`src/rtl/roulette_round_sequencer.sv`:
```
// Roulette round sequencer: buffers chip-tagged bets, launches the wheel on the
// spin key, then streams stored bets to the payout engine and clears the round.
module roulette_round_sequencer #(
   parameter int          MAX_BETS     = 12,
   parameter logic [31:0] SPIN_TIMEOUT = 32'd500_000_000
) (
   input  logic       clock,
   input  logic       reset,
   input  logic       key_valid,
   input  logic [5:0] key_opcode,
   input  logic [2:0] chip_color,
   input  logic       wheel_done,
   input  logic       pay_ready,
   output logic [3:0] bet_count,
   output logic       spin_start,
   output logic [7:0] bet_out,
   output logic       bet_out_valid,
   output logic       round_done,
   output logic       reject,
   output logic       spin_abort,
   output logic [1:0] state
);

   typedef enum logic [1:0] {
      ST_BET   = 2'd0,
      ST_SPIN  = 2'd1,
      ST_PAY   = 2'd2,
      ST_CLEAR = 2'd3
   } state_t;

   localparam logic [5:0] OP_SPIN = 6'b111110;
   localparam logic [5:0] OP_NOP  = 6'b111111;
   localparam logic [3:0] MAX_CNT = 4'(MAX_BETS);

   state_t      cur_state;
   logic [7:0]  bet_buf [MAX_BETS];
   logic [3:0]  idx;
   logic [31:0] spin_timer;
   logic        pay_last;

   assign state    = cur_state;
   assign pay_last = (idx == bet_count - 4'd1);

   // Payout handshake: an entry transfers in every cycle where bet_out_valid
   // and pay_ready are both high; bet_out is held unchanged otherwise.
   always_ff @(posedge clock) begin
      if (reset) begin
         cur_state     <= ST_BET;
         bet_count     <= 4'd0;
         idx           <= 4'd0;
         spin_timer    <= 32'd0;
         bet_out       <= 8'd0;
         bet_out_valid <= 1'b0;
         spin_start    <= 1'b0;
         round_done    <= 1'b0;
         reject        <= 1'b0;
         spin_abort    <= 1'b0;
         for (int i = 0; i < MAX_BETS; i++) bet_buf[i] <= 8'd0;
      end else begin
         spin_start <= 1'b0;
         round_done <= 1'b0;
         reject     <= 1'b0;
         spin_abort <= 1'b0;
         case (cur_state)
            ST_BET: begin
               if (key_valid) begin
                  if (key_opcode == OP_SPIN) begin
                     if (bet_count != 4'd0) begin
                        cur_state  <= ST_SPIN;
                        spin_start <= 1'b1;
                        spin_timer <= 32'd0;
                     end else begin
                        reject <= 1'b1;
                     end
                  end else if (key_opcode != OP_NOP) begin
                     if (chip_color != 3'd0 && bet_count < MAX_CNT) begin
                        bet_buf[bet_count] <= {chip_color[1:0], key_opcode};
                        bet_count          <= bet_count + 4'd1;
                     end else begin
                        reject <= 1'b1;
                     end
                  end
               end
            end
            ST_SPIN: begin
               // wheel_done is checked first so it wins over a coincident expiry
               if (wheel_done) begin
                  cur_state     <= ST_PAY;
                  idx           <= 4'd0;
                  bet_out       <= bet_buf[0];
                  bet_out_valid <= 1'b1;
               end else if (spin_timer == SPIN_TIMEOUT - 32'd1) begin
                  cur_state  <= ST_BET;
                  spin_abort <= 1'b1;
               end else begin
                  spin_timer <= spin_timer + 32'd1;
               end
            end
            ST_PAY: begin
               if (pay_ready) begin
                  if (pay_last) begin
                     cur_state     <= ST_CLEAR;
                     round_done    <= 1'b1;
                     bet_out_valid <= 1'b0;
                     bet_out       <= 8'd0;
                  end else begin
                     idx     <= idx + 4'd1;
                     bet_out <= bet_buf[idx + 4'd1];
                  end
               end
            end
            ST_CLEAR: begin
               cur_state <= ST_BET;
               bet_count <= 4'd0;
               for (int i = 0; i < MAX_BETS; i++) bet_buf[i] <= 8'd0;
            end
            default: cur_state <= ST_BET;
         endcase
      end
   end

endmodule

```
`config.mk`:
```
export PLATFORM = sky130hd
export DESIGN_NAME = roulette_round_sequencer
export DESIGN_NICKNAME = d
export VERILOG_FILES = /design/src/rtl/roulette_round_sequencer.sv
export SDC_FILE = /design/constraint.sdc
export NUM_CORES = 1
export LEC_CHECK = 0
export CAP_MARGIN = 10
export CELL_PAD_IN_SITES_DETAIL_PLACEMENT = 2
export CELL_PAD_IN_SITES_GLOBAL_PLACEMENT = 2
export CORE_MARGIN = 10
export CORE_UTILIZATION = 38
export DETAILED_ROUTE_END_ITERATION = 6
export MAX_ROUTING_LAYER = met4
export PLACE_DENSITY_LB_ADDON = 0.1
export SETUP_SLACK_MARGIN = 0.15
export SLEW_MARGIN = 15
export SYNTH_ARGS = -nofsm -noshare
export SYNTH_HDL_FRONTEND = slang
export SYNTH_SLANG_ARGS = --single-unit
```
`constraint.sdc`:
```
create_clock -name clock -period 1.98 [get_ports clock]
set_input_delay 0.198 -clock clock [delete_from_list [all_inputs] [get_ports clock]]
set_output_delay 0.198 -clock clock [all_outputs]
set_load 0.005 [all_outputs]
```
-- Yosys cells after proc, flatten, opt, wreduce, memory -nomap -nowiden
Memories as Yosys holds them, arrays and structs flattened.
Cells that the tools add are included.
- memories: 1
- memory bits (writable): 96
- bits in registers: 55
- input bits: 14
- output and inout bits: 19
- logic and storage cells: 137
- muxes and demuxes: 65
- equality and inequality tests: 20
- add/subtract/negate cells: 4
- reduce and logical (&&, ||, !) cells: 18
- bitwise logic cells: 18
- magnitude comparators: 1
- memory list (memory ; words ; width ; read ports ; clocked after memory_dff ; wr ports ; line ; source):
    bet_buf ; 12 ; 8 ; 2 ; 0 ; 12 ; 36 ; logic [7:0] bet_buf [MAX_BETS];
- operators by type and width (cell ; number):
    32-bit 2-to-1 mux ; 5
    8-bit 2-to-1 mux ; 16
    32-bit case mux with 2 select lines ; 1
    32-bit by 1-bit adder with 32-bit output, second input constant ; 1
    32-bit by 29-bit == test with 1-bit output, second input constant ; 1
    4-bit 2-to-1 mux ; 8
    2-bit inequality test, second input constant ; 12
    1-bit 2-to-1 mux ; 23
    4-bit case mux with 2 select lines ; 2
    8-bit case mux with 2 select lines ; 1
    2-bit 2-to-1 mux ; 7
    1-bit OR ; 12
    6-bit AND reduction ; 2
    3-bit OR reduction ; 3
    4-bit by 1-bit adder with 4-bit output, second input constant ; 2
    2-bit case mux with 4 select lines ; 1
    4-bit AND reduction ; 2
    8-bit OR reduction ; 1
    6-bit == test, second input constant ; 1
    6-bit inequality test, second input constant ; 1
    1-bit NOT ; 6
    2-bit nonzero test ; 3
    5-bit AND reduction ; 1
    2-bit == test, second input constant ; 2
    12 further kinds ; 12

-- Longest topological paths before layout
- depth in word-level cells: 11
- mapped depth: 9
- depth with buffers taken out: 8

-- Worst setup path before layout
Ideal clock, no wire load.
- kind: reg2reg
- from: register cur_state[0] (netlist: state[0])
- to: memory bet_buf[10][0], enable pin
- path buffers: 2
- clock period less this slack: 2.154 ns
- required time: 1.654 ns
- stages on the path, launching flop included: 8
- library setup time: 0.326 ns
- arrival time: 1.829 ns
- slack: -0.174 ns
- cell sequence: dfxtp_1 nand2b_1 or3_1 nor3_2 and3b_1 buf_2 buf_2 a21o_1
- RTL lines (item ; line ; source):
    start: declaration ; 35 ; state_t cur_state;
    start signal: assignment ; 48 ; cur_state <= ST_BET;
    start signal: assignment ; 69 ; cur_state <= ST_SPIN;
    start signal: assignment ; 88 ; cur_state <= ST_PAY;
    end: declaration ; 36 ;

-- Worst setup path in the final report
- from: register bet_count[1]
- to: register spin_timer[7]
- word-level cells in the longest chain between the ends: 3
- ends and longest elaborated chain (item ; line ; source):
    start: declaration ; 14 ; output logic [3:0] bet_count,
    start signal: assignment ; 78 ; bet_count <= bet_count + 4'd1;
    4-bit nonzero test ; 68 ; if (bet_count != 4'd0) begin
    2-bit inequality test (no source line) ; -- ;
    6-bit AND reduction (no source line) ; -- ;
    end signal: assignment ; 96 ; spin_timer <= spin_timer + 32'd1;
    end: declaration ; 38 ; logic [31:0] spin_timer;
Every way passes these cells.
A chain may end at the register's enable or synchronous reset.

==> impl_metrics.toml <==
[outcome]
status = "finished, violations left"
violations = "negative setup slack"

[synth]
ys_seq_elements = 183
synth_top_cell_by_area = "edfxtp_1"
ys_async_sr_fraction_pct = 0
synth_edf_count = 128
synth_area_per_cell_um2 = 12.2
synth_top_flop_cell = "edfxtp_1"
synth_seq_area_share_pct = 57.1
synth.distinct_cells = 56
yosys_warnings = 0
synth_top_cells_by_area = "edfxtp_1 (44%), dfxtp_1 (13%), mux4_2 (8.3%)"
yosys.area.top_type_share_pct = 44.4
synth_area_mm2 = 0.00866
synthCells = 711

[routing]
wl_mm = 38.0
ant_nets = 0
firstDrtPassIters = 5
wire_per_inst_um = 31.8
dr.first_iter.drc_count = 492
post-route-drc-count = 0
vias = 6926
vias_per_cell = 5.80

[sta]
clock_skew_ns = 0.0170
fmax_mhz = 420
finalSetupTns_ns = -20.56
maxSlewViolCount = 0
grt_setup_unrepaired = "true"
setup_viol = 215
min_period_ns = 2.38
setup_slack_ns = -0.399
post-route-period-util_pct = 120
hold_viol_final = 0
holdWs_ns = 0.494
relSlewSlack_pct = 29.5
worst_slew_pin_slew_ns = 1.06

[grt]
grt_max_degree = 33
antenna_found_initial = 0
grt_pass1_vias = 7457
grt_pass1_wl_mm = 48.9
grt-ovfl-total = 0
track_usage_pct = 23.2

[finish]
antenna_cells = 0
nFillCells = 2022
stdcell_count = 1195
syn2layout_area_growth_pct = 48.0
design_area_mm2 = 0.0128
final_common_cell = "edfxtp_1"
mostFrequentLayoutCells = "edfxtp_1 (128), buf_4 (88), nand2_1 (67)"
fin_nets = 917
layout-drive-gt1-share_pct = 47.1

[place]
io_buffers = 32
gp_congestion = 0.829
dp_hpwl_mm = 19.4
place_area_mm2 = 0.0103
place_ws_ns = -0.415
place_inst = 1097

[worst_setup_path]
crit_start = "bet_count[1]$_SDFFE_PP0P_"
slowest_stage = "dfxtp_2"
r2r-start = "bet_count[1]$_SDFFE_PP0P_"
path_cells = "inv_2, ha_4, or3b_4, nor4b_4, buf_4, a21oi_4, buf_12, buf_12, nor4_4, xnor2_1, nor2_1"
crit_family = "simple AND/OR/NAND/NOR gates"
crit_required_ns = 2.31
cp.buffers_inverters = 4
slowest_delay_ns = 0.37
cp_common_cell = "buf_12"
crit_type = "reg -> reg"
crit_arrival_ns = 2.70
startpoint_type = "register"
crit_fanout = 6
end_kind = "register"

[power]
power_frac_comb_pct = 9.9
power.share.clock_pct = 40.7
swShare_pct = 25.6
p_leak_uw = 0.00501
ir_drop_mv = 0.555
p_int_uw = 6470
p_switching_uw = 2230
seq_power_share_pct = 49.4
power.density_mw_per_mm2 = 678

[job]
drv_cap = 0

[floorplanning]
die_x_um = 171
die_area_mm2 = 0.0292
ioPinCount = 33
row_count = 55
coreArea_mm2 = 0.0225
start_util_pct = 38.5
die_h_um = 171

[min_path]
hold_path_class = "reg -> reg"
hp-start = "spin_timer[1]$_SDFFE_PP0P_"

[clock_tree]
cts_buffers = 17
clock-sinks = 183
htreeDepth = 4
clock_tree.root_cell = "clkbuf_16"
worstSkewPairLatency_ns = 0.45
holdBufCountCts = 0
cts_tree = "yes"
cts_buffer_depth = 2
clk_transition_reported_paths_ns = 0.08
final cells by class:
class                      count  area [um2]  share of cell area (%)
inverter                       5        21.3                   0.166
tap                          285         357                    2.78
clock buffer                  18         429                    3.35
multi-input combinational    498        4650                    36.3
clock inverter                14         150                    1.17
timing repair buffer         192        2220                    17.3
sequential                   183        4990                    38.9
Yosys cell counts, types with 2 or more instances:
| cell | number |
|---|---|
| xnor2_1 | 36 |
| a211oi_1 | 2 |
| xor2_1 | 5 |
| dfxtp_1 | 55 |
| clkbuf_2 | 4 |
| nand4_1 | 7 |
| or2_2 | 2 |
| buf_6 | 5 |
| o21ai_0 | 18 |
| mux2_2 | 2 |
| buf_2 | 15 |
| nand2b_1 | 11 |
| nor4b_1 | 3 |
| edfxtp_1 | 128 |
| o31ai_1 | 2 |
| nor4_2 | 8 |
| nor3_2 | 6 |
| and2_1 | 32 |
| nand3b_1 | 2 |
| inv_1 | 5 |
| a21o_1 | 9 |
| nor2_1 | 48 |
| a21oi_1 | 7 |
| mux4_2 | 32 |
| a31oi_1 | 2 |
| and3_1 | 71 |
| and3b_1 | 2 |
| nor4_4 | 3 |
| ha_1 | 6 |
| nor4_1 | 14 |
| o22ai_1 | 8 |
| clkbuf_1 | 30 |
| nor3_1 | 6 |
| nor3b_1 | 2 |
| nand3_1 | 20 |
| nand2_1 | 83 |
metal layers:
metal / routed length (um) / share of wire [%] / global-route usage (%) / up-vias
met5: 0 / 0 / - / -
met4: 1180 / 3.1 / 7.79 / 0
met3: 1290 / 3.4 / 3.02 / 63
met2: 20600 / 54 / 41.7 / 225
met1: 14900 / 39 / 26.1 / 3679
li1: - / - / - / 2959
sequential cells by signal, indices dropped and copies added, names as in the netlist, named ones only:
name / count
bet_buf: 128
spin_abort: 1
bet_out: 8
state: 1
bet_out_valid: 1
bet_count: 4
round_done: 1
spin_timer: 32
idx: 4
spin_start: 1
reject: 1
worst reg2reg max path: stages (launching register included):
cell     delay [ns]
dfxtp_2        0.37
inv_2          0.06
ha_4           0.16
or3b_4         0.23
nor4b_4        0.23
buf_4          0.19
a21oi_4        0.06
buf_12         0.17
buf_12         0.14
nor4_4         0.33
xnor2_1        0.21
nor2_1         0.11
cells by family after synthesis:
logic type / after synthesis / share of synthesized area, %
flip-flops: 183 / 57.1
multiplexers: 34 / 8.58
AND/OR/NAND/NOR: 331 / 22.0
buffers and inverters: 62 / 3.50
other: 1 / 0.0433
AO/OA/AOI/OAI: 53 / 3.78
XOR/XNOR: 41 / 4.14
adder cells (fa/ha/maj): 6 / 0.867
final timing paths:
check / to / slack [ns] / cells past startpoint
max: spin_timer[7]$_SDFFE_PP0P_ / -0.40 / 11
min: spin_timer[1]$_SDFFE_PP0P_ / 0.49 / 2
max reg2reg: spin_timer[7]$_SDFFE_PP0P_ / -0.40 / 11
min reg2reg: spin_timer[1]$_SDFFE_PP0P_ / 0.49 / 2
power groups by stage:
stage / clock network [uW] / logic (uW) / registers (uW)
after global routing: 3730 / 901 / 4310
after floorplan: 0 / 305 / 4350
after detailed placement: 0 / 635 / 4380
final: 3540 / 859 / 4300
after global placement: 0 / 612 / 4360
after CTS: 3520 / 732 / 4300
through the flow:
stage | util [%] | total power (uW)
finish | 57.0 | 8700
global route | 57.0 | 8940
CTS | 53.2 | 8550
detailed placement | 45.9 | 5010
global placement | 45.9 | 4970
floorplan | - | 4660
repair_timing:
item,in CTS,in global routing
cloned,10,5
setup buffers,21,30
endpoints found under the setup margin,243,245
pin swaps,53,50
gates resized for setup,134,129
Note: power is estimated with default switching activity, not from simulation.
